File: src/rtl/menu_pkg.sv
// Shared types and helpers for the battle-menu controller: phase encoding,
// key codes, one-hot cursor rotation and one-hot to index conversion.
package menu_pkg;

  typedef enum logic [1:0] {
    IDLE  = 2'd0,
    INTRO = 2'd1,
    SUB   = 2'd2,
    DONE  = 2'd3
  } menu_phase_t;

  localparam logic [1:0] KEY_NONE   = 2'b00;
  localparam logic [1:0] KEY_RIGHT  = 2'b01;
  localparam logic [1:0] KEY_LEFT   = 2'b10;
  localparam logic [1:0] KEY_CANCEL = 2'b11;

  localparam int OH_MAX = 32;

  // Rotate a w-bit one-hot vector; to_lsb wraps bit 0 back to bit w-1.
  function automatic logic [OH_MAX-1:0] onehot_rot(input logic [OH_MAX-1:0] v,
                                                   input int w,
                                                   input logic to_lsb);
    logic [OH_MAX-1:0] keep;
    logic [OH_MAX-1:0] top;
    logic [OH_MAX-1:0] r;
    keep = (OH_MAX'(1) << w) - OH_MAX'(1);
    top  = OH_MAX'(1) << (w - 1);
    if (to_lsb) r = (v >> 1) | ((v[0]) ? top : '0);
    else        r = ((v << 1) & keep) | (((v & top) != '0) ? OH_MAX'(1) : '0);
    return r;
  endfunction

  // Index of the set bit, counting from the MSB of a w-bit vector as 0.
  function automatic int onehot_idx(input logic [OH_MAX-1:0] v, input int w);
    int idx;
    idx = 0;
    for (int i = 0; i < OH_MAX; i++) begin
      if (i < w && v[i]) idx = w - 1 - i;
    end
    return idx;
  endfunction

endpackage

File: src/rtl/menu_ctrl_text_reveal.sv
// Flavour-text reveal: frame counter plus saturating thermometer mask.
// One cycle from clear/tick/fill to mask; no backpressure, free-running while run is high.
module text_reveal #(
  parameter int TEXT_LEN      = 16,
  parameter int REVEAL_FRAMES = 3
) (
  input  logic                clk,
  input  logic                rst_n,
  input  logic                clear,
  input  logic                run,
  input  logic                frame_tick,
  input  logic                fill,
  output logic [TEXT_LEN-1:0] mask
);

  localparam int FW = $clog2(REVEAL_FRAMES + 1);
  localparam logic [FW-1:0] LAST = FW'(REVEAL_FRAMES - 1);

  logic [FW-1:0]       cnt_q, cnt_d;
  logic [TEXT_LEN-1:0] mask_q, mask_d;

  always_comb begin
    cnt_d  = cnt_q;
    mask_d = mask_q;
    if (clear) begin
      cnt_d  = '0;
      mask_d = '0;
    end else if (run) begin
      if (frame_tick) begin
        if (cnt_q == LAST) begin
          cnt_d  = '0;
          // Shifting in ones keeps an all-ones mask saturated.
          mask_d = (mask_q << 1) | TEXT_LEN'(1);
        end else begin
          cnt_d = cnt_q + FW'(1);
        end
      end
      if (fill) mask_d = '1;
    end
  end

  always_ff @(posedge clk or negedge rst_n) begin
    if (!rst_n) begin
      cnt_q  <= '0;
      mask_q <= '0;
    end else begin
      cnt_q  <= cnt_d;
      mask_q <= mask_d;
    end
  end

  assign mask = mask_q;

endmodule

File: src/rtl/menu_ctrl.sv
// Battle-menu control core: entry detect, cursor navigation, option sub-menu, result pulse.
// All outputs registered, one cycle after the sampled event; MENU_TEXT_SKIP_EN enables text skip.
module menu_ctrl
  import menu_pkg::*;
#(
  parameter int         N_CMD         = 4,
  parameter int         N_OPT         = 4,
  parameter int         TEXT_LEN      = 16,
  parameter int         REVEAL_FRAMES = 3,
  parameter logic [3:0] ENTRY_STATE   = 4'b0000
) (
  input  logic                       clk,
  input  logic                       rst_n,
  input  logic [10:0]                hcount_in,
  input  logic [9:0]                 vcount_in,
  input  logic [3:0]                 state_in,
  input  logic [1:0]                 key_input_in,
  input  logic                       decide_in,
  output logic                       busy_out,
  output logic                       finished_out,
  output logic [1:0]                 phase_out,
  output logic [N_CMD-1:0]           selected_out,
  output logic [N_OPT-1:0]           opt_sel_out,
  output logic [TEXT_LEN-1:0]        reveal_out,
  output logic [$clog2(N_CMD)-1:0]   cmd_out,
  output logic [$clog2(N_OPT)-1:0]   opt_out
);

  localparam int CW = $clog2(N_CMD);
  localparam int OW = $clog2(N_OPT);
  localparam logic [N_CMD-1:0] SEL0 = N_CMD'(1) << (N_CMD - 1);
  localparam logic [N_OPT-1:0] OPT0 = N_OPT'(1) << (N_OPT - 1);

  menu_phase_t      phase_q, phase_d;
  logic [N_CMD-1:0] sel_q, sel_d;
  logic [N_OPT-1:0] opt_sel_q, opt_sel_d;
  logic [CW-1:0]    cmd_q, cmd_d;
  logic [OW-1:0]    opt_q, opt_d;
  logic             busy_q, busy_d;
  logic             fin_q, fin_d;
  logic [3:0]       prev_state_q, prev_state_d;
  logic [1:0]       prev_key_q, prev_key_d;
  logic             prev_dec_q, prev_dec_d;

  logic                entry, key_press, dec_rise, frame_tick, run, fill;
  logic [TEXT_LEN-1:0] reveal;

  assign entry      = (state_in == ENTRY_STATE) && (prev_state_q != ENTRY_STATE);
  assign key_press  = (prev_key_q == KEY_NONE) && (key_input_in != KEY_NONE);
  assign dec_rise   = decide_in && !prev_dec_q;
  assign frame_tick = (hcount_in == '0) && (vcount_in == '0);
  assign run        = (phase_q == INTRO) || (phase_q == SUB);

  always_comb begin
    phase_d      = phase_q;
    sel_d        = sel_q;
    opt_sel_d    = opt_sel_q;
    cmd_d        = cmd_q;
    opt_d        = opt_q;
    fill         = 1'b0;
    prev_state_d = state_in;
    prev_key_d   = key_input_in;
    prev_dec_d   = decide_in;

    // Entry wins over everything; decide wins over navigation in the same cycle.
    if (entry) begin
      phase_d = INTRO;
    end else begin
      unique case (phase_q)
        INTRO: begin
          if (dec_rise) begin
`ifdef MENU_TEXT_SKIP_EN
            if (!(&reveal)) begin
              fill = 1'b1;
            end else begin
              phase_d   = SUB;
              opt_sel_d = OPT0;
            end
`else
            phase_d   = SUB;
            opt_sel_d = OPT0;
`endif
          end else if (key_press) begin
            if (key_input_in == KEY_RIGHT)
              sel_d = N_CMD'(onehot_rot(OH_MAX'(sel_q), N_CMD, 1'b1));
            else if (key_input_in == KEY_LEFT)
              sel_d = N_CMD'(onehot_rot(OH_MAX'(sel_q), N_CMD, 1'b0));
          end
        end
        SUB: begin
          if (dec_rise) begin
            cmd_d   = CW'(onehot_idx(OH_MAX'(sel_q), N_CMD));
            opt_d   = OW'(onehot_idx(OH_MAX'(opt_sel_q), N_OPT));
            phase_d = DONE;
          end else if (key_press) begin
            if (key_input_in == KEY_RIGHT)
              opt_sel_d = N_OPT'(onehot_rot(OH_MAX'(opt_sel_q), N_OPT, 1'b1));
            else if (key_input_in == KEY_LEFT)
              opt_sel_d = N_OPT'(onehot_rot(OH_MAX'(opt_sel_q), N_OPT, 1'b0));
            else if (key_input_in == KEY_CANCEL)
              phase_d = INTRO;
          end
        end
        DONE:    phase_d = IDLE;
        default: phase_d = IDLE;
      endcase
    end

    busy_d = (phase_d == INTRO) || (phase_d == SUB);
    fin_d  = (phase_d == DONE);
  end

  always_ff @(posedge clk or negedge rst_n) begin
    if (!rst_n) begin
      phase_q      <= IDLE;
      sel_q        <= SEL0;
      opt_sel_q    <= OPT0;
      cmd_q        <= '0;
      opt_q        <= '0;
      busy_q       <= 1'b0;
      fin_q        <= 1'b0;
      prev_state_q <= ~ENTRY_STATE;
      prev_key_q   <= KEY_NONE;
      prev_dec_q   <= 1'b0;
    end else begin
      phase_q      <= phase_d;
      sel_q        <= sel_d;
      opt_sel_q    <= opt_sel_d;
      cmd_q        <= cmd_d;
      opt_q        <= opt_d;
      busy_q       <= busy_d;
      fin_q        <= fin_d;
      prev_state_q <= prev_state_d;
      prev_key_q   <= prev_key_d;
      prev_dec_q   <= prev_dec_d;
    end
  end

  text_reveal #(
    .TEXT_LEN      (TEXT_LEN),
    .REVEAL_FRAMES (REVEAL_FRAMES)
  ) u_text_reveal (
    .clk        (clk),
    .rst_n      (rst_n),
    .clear      (entry),
    .run        (run),
    .frame_tick (frame_tick),
    .fill       (fill),
    .mask       (reveal)
  );

  assign busy_out     = busy_q;
  assign finished_out = fin_q;
  assign phase_out    = phase_q;
  assign selected_out = sel_q;
  assign opt_sel_out  = opt_sel_q;
  assign reveal_out   = reveal;
  assign cmd_out      = cmd_q;
  assign opt_out      = opt_q;

endmodule
File: config.mk
export PLATFORM = sky130hd
export DESIGN_NAME = menu_ctrl
export DESIGN_NICKNAME = d
export VERILOG_FILES = /design/src/rtl/menu_pkg.sv /design/src/rtl/menu_ctrl_text_reveal.sv /design/src/rtl/menu_ctrl.sv
export SDC_FILE = /design/constraint.sdc
export NUM_CORES = 1
export LEC_CHECK = 0
export BUFFER_PORTS_ARGS = -buffer_cell sky130_fd_sc_hd__buf_2
export CORE_MARGIN = 2
export CORE_UTILIZATION = 30
export CTS_BUF_LIST = sky130_fd_sc_hd__clkbuf_4 sky130_fd_sc_hd__clkbuf_8
export DETAILED_ROUTE_END_ITERATION = 10
export RECOVER_POWER = 25
export REMOVE_ABC_BUFFERS = 1
export SLEW_MARGIN = 20
export SYNTH_ARGS = -nofsm -noshare
export SYNTH_HDL_FRONTEND = slang
export SYNTH_HIERARCHICAL = 1
export SYNTH_SLANG_ARGS = --single-unit
File: constraint.sdc
create_clock -name clk -period 2 [get_ports clk]
set_input_delay 0.5 -clock clk [delete_from_list [all_inputs] [get_ports clk]]
set_output_delay 0.5 -clock clk [all_outputs]
set_load 0.02 [all_outputs]
Word level (Yosys, flattened, before mapping)
Index checks and enable logic that the tools add are counted.

storage, ports and cells
  register bits after elaboration = 41
  input bits = 30
  word-level logic and storage cells = 91
  output and inout bits = 32

operators by class
  add/subtract/negate cells = 1
  bitwise gates (word level) = 6
  reduce and logical (&&, ||, !) cells = 23
  equal/unequal tests = 13
  muxes and demuxes = 36

operators with widths
  kind                                            number
  two-way mux 16 bit                              4
  two-way mux 2 bit                               19
  two-way mux 4 bit                               9
  == test 2 bit (second input constant)           6
  nonzero test 2 bit                              6
  zero test 11 bit                                1
  zero test 10 bit                                1
  OR 3 x 4 -> 4 bit                               2
  OR 4 x 1 -> 4 bit                               2
  case mux 4 bit (2 select lines)                 1
  == test 2 x 1 -> 1 bit (second input constant)  3
  != test 2 bit (second input constant)           3
  AND reduction 3 bit                             2
  AND reduction 6 bit                             1
  AND reduction 5 bit                             1
  logical AND 1 bit                               4
  zero test 4 bit                                 1
  case mux 2 bit (2 select lines)                 1
  nonzero test 4 bit                              1
  != test 3 x 1 -> 1 bit (second input constant)  1
  adder 2 x 1 -> 2 bit (second input constant)    1
  zero test 2 bit                                 1
  logical OR 1 bit                                2
  two-way mux 1 bit                               2
  3 further kinds                                 4

Depth between registers and ports, before layout
  depth after elaboration = 10
  gate-level depth with buffers = 8
  mapped depth without buffers = 7

By module
Netlist, hierarchy kept.

modules (own cells, without submodules)
  module       area each (um2)  seq. area each (um2)  times used  cells each
  menu_ctrl    1256.2           583.1                 1           116
  text_reveal  965.9            450.4                 1           101

Worst setup path after synthesis
No wires, ideal clock.

  kind = input to register
  start point = in hcount_in[3]
  end point = reg u_text_reveal.mask_q[10], in the netlist u_text_reveal/mask[10]
  cell stages on the path = 6
  arrival = 2.187 ns
  setup slack = -0.325 ns
  library setup time = 0.138 ns
  path buffers = 1
  data required time = 1.862 ns
  path through = or4_1 nor4_1 nand3b_1 buf_6 nor4b_1 nor4_1

between the ends
  longest elaborated chain between the ends = 4

ends and longest elaborated chain
  element                               line                         text
  start: declaration                    menu_ctrl.sv:14              input logic [10:0] hcount_in,
  zero test 11 bit                      menu_ctrl.sv:51              assign frame_tick = (hcount_in == '0) && (vcount_in == '0);
  logical AND 1 bit                     menu_ctrl.sv:51
  net frame_tick                        menu_ctrl.sv:45              logic entry, key_press, dec_rise, frame_tick, run, fill;
  nonzero test 2 bit (no source line)   n/a
  AND reduction 3 bit (no source line)  n/a
  end signal: assignment                menu_ctrl_text_reveal.sv:48  mask_q <= mask_d;
  end: declaration                      menu_ctrl_text_reveal.sv:20  logic [TEXT_LEN-1:0] mask_q, mask_d;

The timed path passes the listed nets, and every way through them passes these cells.
A chain may end at the register's enable or synchronous reset.

Worst setup path in the final report
  start point = in hcount_in[3]
  end point = reg u_text_reveal.mask_q[13], in the netlist u_text_reveal/mask[13]

The elaborated chain is that of the path after synthesis.

==> impl_results.rst <==
.. list-table::
   :header-rows: 1

   * - Metric
     - Value
   * - Highest cell delay on the worst timing path
     - roughly 520 ps
   * - Bufs on Longest Clock Path
     - 2
   * - FMAX
     - ~500 MHz
   * - Chain of cells forming the critical path
     - buf_2 -> or4_1 -> nor4_2 -> buf_4 -> nand3b_1 -> buf_6 -> nor4b_1 -> nor4_1
   * - Area after DPL
     - between 2000 and 3000 µm²
   * - Number of maximum-capacitance violations
     - 0
   * - Largest cells by area after synthesis
     - sky130_fd_sc_hd__dfrtp_1 (39%), sky130_fd_sc_hd__dfstp_2 (7.1%), sky130_fd_sc_hd__nor3_1 (4.7%), sky130_fd_sc_hd__nor4b_1 (4.3%), sky130_fd_sc_hd__ha_1 (3.9%)
   * - Share of the cycle needed by the critical path after routing
     - 0.982
   * - Setup repair after global routing missed its margin
     - yes
   * - Die X
     - 90.1 µm
   * - Num Clock Sinks
     - 41
   * - Global routing usage on met2
     - 0.219
   * - Number of max-slew violations in the final report
     - 0
   * - Total routing usage reported by global routing
     - 0.131
   * - Number of search-and-repair iterations in the first detailed-routing pass
     - 4
   * - DIE AREA
     - around 8000 µm²
   * - Vias per cell
     - 4.99
   * - Die boundary height
     - between 90 and 100 µm
   * - I/O pin count
     - between 60 and 70
   * - Cell taking the most area after synthesis
     - sky130_fd_sc_hd__dfrtp_1
   * - Routed wire length
     - 5190 µm
   * - Number of DRC markers after the initial detailed-route iteration
     - 49
   * - Worst slew margin relative to its limit
     - 0.242
   * - XOR/XNOR share of the synthesized area
     - 0
   * - Area growth, synth to finish
     - 32.9%
   * - Number of inserted filler cells in the final layout
     - between 700 and 800
   * - GR peak layer
     - met2
   * - Row cnt
     - 31
   * - Simple-Gate Fraction of Synth Area
     - 0.291
   * - Sort of element at the end of the critical path
     - flip-flop
   * - LEAKAGE
     - about 0.0013 µW
   * - CP Data Required Time
     - 2170 ps
   * - Final Hold Violating Endpoints
     - 0
   * - Pre-CTS WS
     - -367 ps
   * - Routed vias
     - ~2.0k
   * - Max H-tree Level
     - 2
   * - Synth Area in Compound Gates
     - 0.0957
   * - Estimated wirelength of the detail-placed design
     - around 3800 µm
   * - Warnings from Yosys
     - 6
   * - Maximum ir drop on the vdd rail
     - 265 µV
   * - Core region area
     - around 7200 µm²
   * - Sequential cell area fraction in the yosys report
     - 0.465
   * - Arithmetic-cell share of the synthesized area counting full adders, half adders and majority gates
     - 0.0394
   * - Number of flops mapped to enable cells by yosys
     - 0
   * - Final routed wire length divided by cell count
     - between 10 and 15 µm
   * - Clock tree from TritonCTS
     - yes
   * - Design Area, Final
     - between 2000 and 3000 µm²
   * - Endpoints failing setup
     - 0
   * - Post-synthesis cell area
     - between 2000 and 2500 µm²
   * - Type of the worst min-delay path
     - in2reg
   * - Remaining number of nets flagged by the antenna check after routing
     - 0
   * - Number of buffers and inverters on the critical path
     - 3
   * - Worst-path maximum fanout
     - 14
   * - Met3 Resource Use GR
     - 0.0327
   * - # diodes
     - 0
   * - Commonest non-fill, non-tap cell in the layout
     - sky130_fd_sc_hd__buf_2
   * - Clock latency on the worst-skew pair
     - 300 ps
   * - I/O Buffers
     - 61
   * - Post-synth top flop
     - sky130_fd_sc_hd__dfrtp_1
   * - Placer Congestion
     - slightly below 0.8
   * - Master of the slowest instance on the critical path
     - sky130_fd_sc_hd__or4_1
   * - Measured slew at the worst slew-check pin
     - 1140 ps
   * - Register bit count reported by yosys
     - about 40
   * - Synthesized area divided by synthesized cell count
     - 10.2 µm²
   * - Root Buffer Master
     - sky130_fd_sc_hd__clkbuf_8
   * - Post-route core utilization
     - 0.409
   * - Worst Setup Path Type
     - in2reg
   * - Fraction of layout cells with a size suffix above 1
     - 0.416
   * - Combinational family with the most area after synthesis
     - simple AND/OR/NAND/NOR gates
   * - Count of distinct cell types in the synthesized netlist
     - between 40 and 50
   * - Asr flop ratio synth
     - 1.00
   * - Reg-to-reg slack, setup
     - approximately 170 ps
   * - Congestion Overflow GR
     - 0
   * - Met1 Track Usage GR
     - 0.171
   * - Arrival time at the worst endpoint
     - 2130 ps
   * - Post-CTS Setup Inserts
     - 0
   * - Initial antenna violation count
     - 0
   * - Post-Route Skew
     - about 11 ps
   * - Status
     - completed
   * - Setup WS post-layout
     - ~36 ps
   * - Cts bufs inserted
     - 5
   * - DRC violation count after routing
     - 0
   * - Maximum number of pins on one net before global-route repair
     - 32
   * - Minimum period implied by the final worst setup slack
     - 1960 ps
   * - Number of nets at the end of the flow
     - 332
   * - Ratio of total power to cell area
     - ~650 nW/µm²
   * - Commonest cells after routing, fill and taps aside
     - sky130_fd_sc_hd__buf_2 (55), sky130_fd_sc_hd__dfrtp_1 (35), sky130_fd_sc_hd__nor2_1 (22)
   * - Post-synthesis mux area share
     - 0.0524
   * - Area share of the largest cell type after synthesis
     - 0.394
   * - Largest delay share family, worst path
     - simple AND/OR/NAND/NOR gates
   * - Syn Inst Count
     - about 220
   * - Number of global-route vias before repair
     - ~1.9k
   * - Global-route wire length before repair
     - 8900 µm
   * - Initial standard-cell utilization of the core
     - 0.308
   * - Clock slew at the register clock pins of the worst setup and hold paths
     - 80 ps
   * - Startpoint Class
     - primary input
per-stage QoR:
stage / hold slack (ps) / setup TNS, ps / power (µW) / std cells
2_1_floorplan: 204 / -6340 / 1100 / 203
3_3_place_gp: 450 / -5650 / 1230 / 387
3_5_place_dp: 460 / -6020 / 1240 / 387
4_1_cts: 163 / -18.6 / 1940 / 395
5_1_grt: 282 / -242 / 2010 / 395
6_report: 294 / 0 / 1920 / 395
cells in the mapped netlist, drive strengths merged, types with 2 or more instances:
master,count
nand4,4
nor4,18
mux2,5
nor2,23
mux2i,6
ha,7
or4,2
clkbuf,5
nand2b,2
a2111oi,2
nor3,22
nor4b,11
buf,9
o41ai,3
o31ai,2
inv,11
o211ai,4
a21oi,6
nand3,5
and3b,2
dfrtp,35
o21ai,6
dfstp,6
nand2,8
flip-flops by register name, indices dropped and copies added, names as in the netlist, 4 cells and up:
register	count
selected_out	4
opt_sel_out	4
prev_state_q	4
u_text_reveal/mask	16
what timing repair did:
action | 4_1_cts | 5_1_grt
gates resized for setup | 8 | 10
hold endpoints to repair | 0 | 0
hold buffers | 0 | 0
pin swaps | 1 | 10
endpoints found under the setup margin | 5 | 22
worst reg2reg max path, cell delays in order, from the launching register on:
cell and delay [ps]:
sky130_fd_sc_hd__dfrtp_1 390, sky130_fd_sc_hd__ha_2 180, sky130_fd_sc_hd__or4b_4 530, sky130_fd_sc_hd__o21ai_2 120, sky130_fd_sc_hd__a2111oi_1 80, sky130_fd_sc_hd__buf_4 150, sky130_fd_sc_hd__ha_1 260
per-layer routing:
metal  wire (µm)  share of wire
met5           0              0
met4          24         0.0046
met3         302          0.058
met2        2540           0.49
met1        2330           0.45
kinds of logic (layout without fill, tap and decap cells):
logic type,Yosys count,in the layout
and+or+nand+nor,104,104
DFF,41,41
AOI/OAI and AO/OA,28,28
buffers and inverters,25,104
muxes,11,11
adders and majority gates,7,7
other,1,1
final timing paths:
kind	depth (start not counted)	from	to
setup / recovery	8	hcount_in[3]	u_text_reveal/mask[13]
hold / removal	1	state_in[3]	prev_state_q[3]
setup reg to reg	6	phase_out[0]	busy_out
hold reg to reg	2	opt_out[1]	opt_out[1]
max in group asynchronous	2	rst_n	selected_out[3]
min in group asynchronous	1	rst_n	opt_sel_out[0]
area by class of cell:
type                            count  area [µm²]  area share
Clock buffer                        5        68.8      0.0233
Clock inverter                      3        46.3      0.0157
Inverter                           11        41.3      0.0140
Multi-Input combinational cell    151        1130       0.383
Sequential cell                    41        1030       0.350
Tap cell                           99         124      0.0419
Timing Repair Buffer               85         507       0.172
power by group:
group          total [µW]  internal (µW)  switching (µW)
Sequential            929            879            49.5
Clock                 693            374             319
Combinational         297            124             173
Total                1920           1380             542
(Power assumes the default switching activity.)
